`src/rtl/uart_wb_bridge_pkg.sv`:
```
// Shared definitions for the UART-to-Wishbone bridge.
// Holds the FSM encoding, the command opcodes and the response bytes.
package uart_wb_bridge_pkg;

    typedef enum logic [2:0] {
        StIdle,
        StAddr,
        StData,
        StWb,
        StResp
    } bridge_state_e;

    localparam logic [7:0] OpWrite     = 8'h57;  // 'W'
    localparam logic [7:0] OpRead      = 8'h52;  // 'R'

    localparam logic [7:0] RespOk      = 8'h4B;  // 'K'
    localparam logic [7:0] RespErr     = 8'h45;  // 'E'
    localparam logic [7:0] RespTimeout = 8'h54;  // 'T'
    localparam logic [7:0] RespUnknown = 8'h3F;  // '?'

endpackage

```
`src/rtl/bridge_shift32.sv`:
```
// Four-byte MSB-first shift register with a 2-bit byte counter.
// Shifts a byte in at the bottom each step, so the top byte is the next one to send out.
module bridge_shift32 (
    input  logic        clk_i,
    input  logic        rst_ni,
    input  logic        clr_i,
    input  logic        shift_i,
    input  logic [7:0]  byte_i,
    input  logic        load_i,
    input  logic [31:0] word_i,
    output logic [31:0] word_o,
    output logic [1:0]  cnt_o
);

    logic [31:0] word_q;
    logic [1:0]  cnt_q;

    always_ff @(posedge clk_i or negedge rst_ni) begin
        if (!rst_ni) begin
            word_q <= 32'h0;
            cnt_q  <= 2'd0;
        end else begin
            if (load_i) begin
                word_q <= word_i;
                cnt_q  <= 2'd0;
            end else if (shift_i) begin
                word_q <= {word_q[23:0], byte_i};
                cnt_q  <= cnt_q + 2'd1;
            end
            if (clr_i) begin
                cnt_q <= 2'd0;
            end
        end
    end

    assign word_o = word_q;
    assign cnt_o  = cnt_q;

endmodule

```
`src/rtl/uart_wb_bridge.sv`:
```
// Byte-stream command bridge: 'W'+addr+data or 'R'+addr from the UART becomes one
// Wishbone classic cycle, answered with a status byte or four read-data bytes.
module uart_wb_bridge
    import uart_wb_bridge_pkg::*;
#(
    parameter int unsigned TIMEOUT_CYCLES = 255,
    parameter int unsigned ADDR_ALIGN     = 1
) (
    input  logic        clk_sys_i,
    input  logic        reset_sys_n_i,
    input  logic [7:0]  rx_data_i,
    input  logic        rx_valid_i,
    output logic        rx_ready_o,
    output logic [7:0]  tx_data_o,
    output logic        tx_valid_o,
    input  logic        tx_ready_i,
    output logic [31:0] wb_adr_o,
    output logic [31:0] wb_dat_o,
    input  logic [31:0] wb_dat_i,
    output logic [3:0]  wb_sel_o,
    output logic        wb_we_o,
    output logic        wb_cyc_o,
    output logic        wb_stb_o,
    input  logic        wb_ack_i,
    input  logic        wb_err_i,
    output logic        busy_o
);

    localparam int unsigned TmoW = (TIMEOUT_CYCLES > 0) ? $clog2(TIMEOUT_CYCLES + 1) : 1;
    localparam logic [TmoW-1:0] TmoMax = TmoW'(TIMEOUT_CYCLES);

    bridge_state_e   state_q, state_d;
    logic            op_q, op_d;          // 1 = write
    logic            cyc_q, cyc_d;
    logic            rdy_q, rdy_d;
    logic [TmoW-1:0] tmo_q, tmo_d;
    logic [7:0]      resp_q, resp_d;
    logic            rd_resp_q, rd_resp_d;

    logic            rx_fire;
    logic            adr_shift, dat_shift, rd_load, rd_shift, cnt_clr;
    logic [31:0]     adr_word, dat_word, rd_word;
    logic [1:0]      adr_cnt, dat_cnt, rd_cnt;

    assign rx_fire = rx_valid_i & rdy_q;

    bridge_shift32 u_adr_sr (
        .clk_i   (clk_sys_i),
        .rst_ni  (reset_sys_n_i),
        .clr_i   (cnt_clr),
        .shift_i (adr_shift),
        .byte_i  (rx_data_i),
        .load_i  (1'b0),
        .word_i  (32'h0),
        .word_o  (adr_word),
        .cnt_o   (adr_cnt)
    );

    bridge_shift32 u_dat_sr (
        .clk_i   (clk_sys_i),
        .rst_ni  (reset_sys_n_i),
        .clr_i   (cnt_clr),
        .shift_i (dat_shift),
        .byte_i  (rx_data_i),
        .load_i  (1'b0),
        .word_i  (32'h0),
        .word_o  (dat_word),
        .cnt_o   (dat_cnt)
    );

    bridge_shift32 u_rd_sr (
        .clk_i   (clk_sys_i),
        .rst_ni  (reset_sys_n_i),
        .clr_i   (cnt_clr),
        .shift_i (rd_shift),
        .byte_i  (8'h00),
        .load_i  (rd_load),
        .word_i  (wb_dat_i),
        .word_o  (rd_word),
        .cnt_o   (rd_cnt)
    );

    always_ff @(posedge clk_sys_i or negedge reset_sys_n_i) begin
        if (!reset_sys_n_i) begin
            state_q   <= StIdle;
            op_q      <= 1'b0;
            cyc_q     <= 1'b0;
            rdy_q     <= 1'b0;
            tmo_q     <= '0;
            resp_q    <= 8'h00;
            rd_resp_q <= 1'b0;
        end else begin
            state_q   <= state_d;
            op_q      <= op_d;
            cyc_q     <= cyc_d;
            rdy_q     <= rdy_d;
            tmo_q     <= tmo_d;
            resp_q    <= resp_d;
            rd_resp_q <= rd_resp_d;
        end
    end

    always_comb begin
        state_d   = state_q;
        op_d      = op_q;
        cyc_d     = cyc_q;
        tmo_d     = tmo_q;
        resp_d    = resp_q;
        rd_resp_d = rd_resp_q;
        adr_shift = 1'b0;
        dat_shift = 1'b0;
        rd_load   = 1'b0;
        rd_shift  = 1'b0;
        cnt_clr   = 1'b0;

        unique case (state_q)
            StIdle: begin
                if (rx_fire) begin
                    if (rx_data_i == OpWrite) begin
                        op_d    = 1'b1;
                        state_d = StAddr;
                    end else if (rx_data_i == OpRead) begin
                        op_d    = 1'b0;
                        state_d = StAddr;
                    end else begin
                        resp_d    = RespUnknown;
                        rd_resp_d = 1'b0;
                        state_d   = StResp;
                    end
                end
            end
            StAddr: begin
                if (rx_fire) begin
                    adr_shift = 1'b1;
                    if (adr_cnt == 2'd3) begin
                        state_d = op_q ? StData : StWb;
                        tmo_d   = '0;
                    end
                end
            end
            StData: begin
                if (rx_fire) begin
                    dat_shift = 1'b1;
                    if (dat_cnt == 2'd3) begin
                        state_d = StWb;
                        tmo_d   = '0;
                    end
                end
            end
            StWb: begin
                // Error takes priority over a simultaneous ack.
                if (!cyc_q) begin
                    cyc_d = 1'b1;
                    tmo_d = tmo_q + 1'b1;
                end else if (wb_err_i) begin
                    cyc_d     = 1'b0;
                    resp_d    = RespErr;
                    rd_resp_d = 1'b0;
                    state_d   = StResp;
                end else if (wb_ack_i) begin
                    cyc_d   = 1'b0;
                    state_d = StResp;
                    if (op_q) begin
                        resp_d    = RespOk;
                        rd_resp_d = 1'b0;
                    end else begin
                        rd_load   = 1'b1;
                        rd_resp_d = 1'b1;
                    end
                end else if (tmo_q == TmoMax) begin
                    cyc_d     = 1'b0;
                    resp_d    = RespTimeout;
                    rd_resp_d = 1'b0;
                    state_d   = StResp;
                end else begin
                    tmo_d = tmo_q + 1'b1;
                end
            end
            StResp: begin
                if (tx_ready_i) begin
                    if (rd_resp_q) begin
                        rd_shift = 1'b1;
                        if (rd_cnt == 2'd3) begin
                            state_d = StIdle;
                        end
                    end else begin
                        state_d = StIdle;
                    end
                    if (state_d == StIdle) begin
                        cnt_clr = 1'b1;
                        tmo_d   = '0;
                    end
                end
            end
            default: state_d = StIdle;
        endcase

        // Registered so ready stays low while reset is asserted and rises one edge after release.
        rdy_d = (state_d == StIdle) || (state_d == StAddr) || (state_d == StData);
    end

    assign rx_ready_o = rdy_q;
    assign tx_valid_o = (state_q == StResp);
    assign tx_data_o  = rd_resp_q ? rd_word[31:24] : resp_q;
    assign busy_o     = (state_q != StIdle);

    assign wb_cyc_o = cyc_q;
    assign wb_stb_o = cyc_q;
    assign wb_we_o  = cyc_q & op_q;
    assign wb_sel_o = {4{cyc_q}};
    assign wb_dat_o = dat_word;
    assign wb_adr_o = (ADDR_ALIGN != 0) ? {adr_word[31:2], 2'b00} : adr_word;

endmodule

```
`config.mk`:
```
export PLATFORM = sky130hd
export DESIGN_NAME = uart_wb_bridge
export DESIGN_NICKNAME = d
export VERILOG_FILES = /design/src/rtl/uart_wb_bridge_pkg.sv /design/src/rtl/bridge_shift32.sv /design/src/rtl/uart_wb_bridge.sv
export SDC_FILE = /design/constraint.sdc
export NUM_CORES = 1
export LEC_CHECK = 0
export CAP_MARGIN = 40
export CORE_MARGIN = 3
export CORE_UTILIZATION = 44
export CTS_CLUSTER_DIAMETER = 120
export CTS_CLUSTER_SIZE = 28
export DETAILED_ROUTE_END_ITERATION = 16
export PLACE_DENSITY = 0.74
export SYNTH_ARGS = -nofsm -noshare
export SYNTH_HDL_FRONTEND = slang
export SYNTH_SLANG_ARGS = --single-unit
```
`constraint.sdc`:
```
create_clock -name clk_sys_i -period 1.8 [get_ports clk_sys_i]
set_input_delay 0.36 -clock clk_sys_i [delete_from_list [all_inputs] [get_ports clk_sys_i]]
set_output_delay 0.36 -clock clk_sys_i [all_outputs]
set_load 0.01 [all_outputs]
```
=== Word level (Yosys, flattened, before mapping) ===
Cells that the tools add are included.

* Add/sub/neg operators: 4
* Reduce and logical (&&, ||, !) cells: 17
* Mux-type cells: 76
* Bitwise gates (word level): 2
* Equality and inequality tests: 27

{| class="wikitable"
|+ Operators with widths
! kind !! count
|-
| $mux W8 || 19
|-
| $mux W32 || 2
|-
| $mux W3 || 16
|-
| $pmux W8 S4 || 1
|-
| $mux W1 || 28
|-
| $eq A8 B7 Y1 const B || 2
|-
| $ne A2 B2 Y1 const B || 8
|-
| $pmux W8 S2 || 1
|-
| $pmux W3 S5 || 1
|-
| $mux W2 || 7
|-
| $reduce_and A10 Y1 || 1
|-
| $reduce_bool A2 Y1 || 5
|-
| $eq A3 B2 Y1 const B || 3
|-
| $logic_not A3 Y1 || 3
|-
| $ne A3 B3 Y1 const B || 3
|-
| $add A8 B1 Y8 const B || 1
|-
| $eq A8 B8 Y1 const B || 1
|-
| $ne A4 B4 Y1 const B || 2
|-
| $reduce_and A7 Y1 || 1
|-
| $add A2 B1 Y2 const B || 3
|-
| $eq A2 B2 Y1 const B || 3
|-
| $eq A3 B1 Y1 const B || 2
|-
| $reduce_and A6 Y1 || 1
|-
| $reduce_bool A3 Y1 || 2
|-
| other kinds (7) || 10
|}

* Output and inout bits: 82
* Register bits: 125
* Bits of input ports: 46

=== Longest topological paths before layout ===
* Depth in word-level cells: 10
* Mapped depth: 9
* Gate-level depth less buffers: 6

=== Cells and area by module ===
From an unflattened synthesis, not the netlist that was laid out.

* Cell total of the unflattened synthesis: 588
* Area total of the unflattened synthesis: 6,168.4 sq um

{| class="wikitable"
|+ Modules (own cells, without submodules)
! module !! cells each !! area an instance (sq um) !! instances
|-
| bridge_shift32 || 146 || 1,601.5 || 3
|-
| uart_wb_bridge || 150 || 1,363.8 || 1
|}

=== Least setup slack after synthesis ===
Ideal clock, no wire load.

* Kind: reg-to-reg
* From: reg tmo_q[0]
* To: reg tmo_q[1]
* Clock period less this slack: 1.715 ns
* Arrival time: 1.594 ns
* Setup time: 0.121 ns
* Buffers on the path: 0
* Stages on the path, launching flop included: 7
* Slack: 0.085 ns
* Path through: dfrtp_1 -> ha_1 -> nand3_1 -> o21ai_2 -> a32o_1 -> or2_1 -> a22o_1

* Word-level cells in the longest chain between the ends: 6
* Elaborated cells between the ends (all ways): 9
* Those cells by class: add/sub: 1; eq/ne: 2; mux: 5; reduce/logical: 1

{| class="wikitable"
|+ RTL lines
! item !! RTL line !! RTL
|-
| from (decl) || uart_wb_bridge.sv:36 || <nowiki>logic [TmoW-1:0] tmo_q, tmo_d;</nowiki>
|-
| from (signal assigned) || uart_wb_bridge.sv:97 || <nowiki>tmo_q <= tmo_d;</nowiki>
|-
| $add A8 B1 Y8 || uart_wb_bridge.sv:154, uart_wb_bridge.sv:176 ||
|-
| $mux W8 || uart_wb_bridge.sv:170 || <nowiki>end else if (tmo_q == TmoMax) begin</nowiki>
|-
| $mux W8 || uart_wb_bridge.sv:160 || <nowiki>end else if (wb_ack_i) begin</nowiki>
|-
| $mux W8 || uart_wb_bridge.sv:155 || <nowiki>end else if (wb_err_i) begin</nowiki>
|-
| $mux W8 || uart_wb_bridge.sv:152 || <nowiki>if (!cyc_q) begin</nowiki>
|-
| $pmux W8 S4 || uart_wb_bridge.sv:116 || <nowiki>unique case (state_q)</nowiki>
|}

Parallel ways exist; a longest one is shown, timed or not. The select of a mux whose other input is x is not followed.
A chain may end at the register's enable or synchronous reset.

=== Worst setup path after layout ===
* From: reg rd_resp_q
* To: out tx_data_o[2]

* Word-level cells in the longest chain between the ends: 1

{| class="wikitable"
|+ RTL lines
! item !! RTL line !! RTL
|-
| from (decl) || uart_wb_bridge.sv:38 || <nowiki>logic rd_resp_q, rd_resp_d;</nowiki>
|-
| from (signal assigned) || uart_wb_bridge.sv:99 || <nowiki>rd_resp_q <= rd_resp_d;</nowiki>
|-
| $mux W8 || uart_wb_bridge.sv:204 || <nowiki>assign tx_data_o = rd_resp_q ? rd_word[31:24] : resp_q;</nowiki>
|-
| to (decl) || uart_wb_bridge.sv:14 || <nowiki>output logic [7:0] tx_data_o,</nowiki>
|}

Every way passes these cells.

==> impl_metrics.tcl <==
set metrics [dict create \
    status "finished, violations left" \
    final_cells 805 \
    vias_per_cell 5.37 \
    core_area_um2 12200 \
    synth_fa_ha_area_share_pct 0.899 \
    final_common_cell "dfrtp_1" \
    routed_wirelength_mm 14.9 \
    setup_tns_ns -0.377 \
    grt-ovfl-total 0 \
    worstSetupStartpointType "register" \
    fp.dieW_um 118 \
    synthFlopType "dfrtp_1" \
    synth_xor_area_share_pct 0.629 \
    grt_pass1_vias 4255 \
    p_leak_nw 3.88 \
    cp.arrival_ns 1.49 \
    numClockSinks 123 \
    crit_required_ns 1.44 \
    met3_usage_pct 4.64 \
    start_util_pct 45.6 \
    cts_tree "built" \
    setup_slack_ns -0.0533 \
    grt_use_met1_pct 22.9 \
    hold_class "in -> async" \
    layout-drive-gt1-share_pct 33.4 \
    cts_buffers 17 \
    grt_pass1_wl_mm 21.7 \
    wl_per_cell_um 18.5 \
    gp_congestion 0.812 \
    ys_seq_area_share_pct 55.3 \
    num_io_pins 128 \
    drt_iter0_markers 384 \
    die-area_um2 14000 \
    synth_cell_type_count 53 \
    worstSetupPathType "reg -> out" \
    powerDensity_nw_per_um2 1010 \
    area.growth.synth_to_final_pct 49.3 \
    core.rowCount 40 \
    muxShareOfSynthArea_pct 14.3 \
    groute.usage.overall_pct 19.5 \
    drc 0 \
    fin_crit_sh_pct 103 \
    yosysWarningCount 0 \
    final_antenna_net_count 0 \
    rsz0062_at_grt "true" \
    cts_max_level 4 \
    synth_top_family_by_area "multiplexers" \
    ir_drop_mv 0.694 \
    antenna_found_initial 0 \
    cp-end-kind "output port" \
    top_usage_layer "met2" \
    insertion_delay_ns 0.41 \
    cts_root_buf "clkbuf_16" \
    grtUsageMet2_pct 34.3 \
    via_count 4326 \
    hold_viol_final 0 \
    synth_area_per_cell_um2 12.0 \
    mostFrequentLayoutCells "dfrtp_1 (116), clkdlybuf4s50_1 (110), nand2_1 (61)" \
    violations "negative setup slack" \
    worst_pin_slew_ns 0.521 \
    max_slew_margin_pct 65.1 \
    netlist_instances 465 \
    ys_ff_latch 123 \
    synth-simple-area-share_pct 10.7 \
    dp_worst_setup_slack_ns -0.360 \
    maxSlewViolCount 0 \
    setup_viol 30 \
    synth_compound_gate_area_share_pct 10.0 \
    place_inst 741 \
    nets 675 \
    fmaxAchievable_ghz 0.540 \
    grt_max_degree 38 \
    dpl.hpwl_mm 8.78 \
    skew_ns 0.00823 \
    first_pass_iters 6 \
    maxCapViolCount 0 \
    cp_max_fo 3 \
    clk_pin_slew_ns 0.05 \
    cts_buffer_depth 2 \
    synth_edf_count 0 \
    syn_area_um2 5570 \
    dieHeight_um 118 \
    n_antenna_cell 0 \
    io_buffers 125 \
    synthArstFlopShare_pct 100 \
    min_period_ns 1.85 \
]
==> final timing paths <==
path | startpoint | to | slack (ns) | cells after the start
worst max-delay path | rd_resp_q$_DFFE_PN0P_ | tx_data_o[2] | -0.05 | 4
worst min-delay path | reset_sys_n_i | u_adr_sr.word_o[30]$_DFFE_PN0P_ | 0.47 | 2
worst max register to register | state_q[0]$_DFF_PN0_ | op_q$_DFFE_PN0P_ | -0.05 | 5
worst min register to register | u_rd_sr.word_o[8]$_DFFE_PN0P_ | u_rd_sr.word_o[8]$_DFFE_PN0P_ | 0.47 | 2
max in group asynchronous | reset_sys_n_i | u_rd_sr.word_o[11]$_DFFE_PN0P_ | 0.67 | 3
min in group clk_sys_i | u_rd_sr.word_o[8]$_DFFE_PN0P_ | u_rd_sr.word_o[8]$_DFFE_PN0P_ | 0.47 | 2
==> Yosys cell counts (2+ instances only) <==
| master | n | area, um^2 |
|---|---|---|
| a22o_1 | 9 | 78.8 |
| nor3_1 | 5 | 25.0 |
| mux2i_1 | 3 | 30.0 |
| xnor2_1 | 3 | 26.3 |
| o32a_1 | 2 | 20.0 |
| nand2b_1 | 4 | 25.0 |
| nand3_1 | 3 | 15.0 |
| o21ai_0 | 14 | 70.1 |
| or3_1 | 2 | 12.5 |
| buf_2 | 7 | 35.0 |
| ha_1 | 4 | 50.1 |
| inv_1 | 5 | 18.8 |
| nand4_1 | 6 | 37.5 |
| a22oi_1 | 24 | 180 |
| and3_1 | 4 | 25.0 |
| and2_1 | 2 | 12.5 |
| o21a_1 | 2 | 15.0 |
| a21oi_1 | 5 | 25.0 |
| or2_1 | 3 | 18.8 |
| dfrtp_1 | 123 | 3080 |
| clkbuf_1 | 3 | 11.3 |
| buf_6 | 2 | 22.5 |
| a31oi_1 | 4 | 25.0 |
| nand2_1 | 62 | 233 |
| buf_4 | 48 | 360 |
| nor2_1 | 15 | 56.3 |
| nor2b_1 | 3 | 18.8 |
| o31ai_1 | 6 | 45.0 |
| mux2_2 | 68 | 766 |
==> worst max-delay path, stage by stage, from the launching register on <==
cell	delay, ns
dfrtp_2	0.42
buf_6	0.13
buf_6	0.11
mux2_4	0.29
buf_6	0.12
==> power by group <==
group	switching, W	total [W]	internal [W]	leakage (nW)
logic	0.000895	0.00180	0.000910	1.92
registers	0.000182	0.00320	0.00302	1.66
clock network	0.00116	0.00336	0.00220	0.292
==> flip-flops by register name (all words and copies together), names as in the netlist, 2 cells and up <==
register         cells
resp_q               6
u_dat_sr.cnt_o       2
u_adr_sr.cnt_o       2
u_rd_sr.word_o      32
state_q              3
u_rd_sr.cnt_o        2
tmo_q                8
u_adr_sr.word_o     32
u_dat_sr.word_o     32
==> timing repair <==
item / in CTS / in global routing
pin swaps: 5 / 9
setup buffers: 15 / 7
gates cloned: 3 / 8
gates resized for setup: 61 / 77
hold buffers: 1 / 0
endpoints found under the setup margin: 54 / 116
hold endpoints to repair: 34 / 0
==> routing by layer <==
| metal | part of all wire (%) | vias up | wire [um] |
|---|---|---|---|
| met4 | 1.9 | 0 | 281 |
| met3 | 4.6 | 31 | 687 |
| met2 | 53 | 158 | 7820 |
| met5 | 0 | - | 0 |
| met1 | 41 | 2187 | 6080 |
| li1 | - | 1950 | - |
==> through the flow <==
stage,hold slack [ns],util (%),power [W],instance area [um^2]
after floorplan,0.0644,-,0.00400,5570
after global placement,0.350,57.4,0.00467,7010
after detailed placement,0.358,57.4,0.00471,7010
after CTS,0.463,64.1,0.00826,7820
after global routing,0.490,68.1,0.00872,8310
final,0.465,68.1,0.00836,8310
==> final cells by class <==
type / count / area [um^2]
Clock buffer: 24 / 502
Clock inverter: 7 / 87.6
Fill cell: 843 / 3900
Inverter: 5 / 18.8
Multi-Input combinational cell: 280 / 2340
Sequential cell: 123 / 3090
Tap cell: 168 / 210
Timing Repair Buffer: 198 / 2070
==> cells by family (layout without fill, tap and decap cells) <==
kind of cell | Yosys count | in the layout
DFF | 123 | 123
and+or+nand+nor | 119 | 120
AOI/OAI and AO/OA | 78 | 79
muxes | 71 | 71
buffers and inverters | 65 | 234
adders and majority gates | 4 | 4
xor gates and xnor gates | 4 | 4
other | 1 | 2
(Power assumes the default switching activity.)
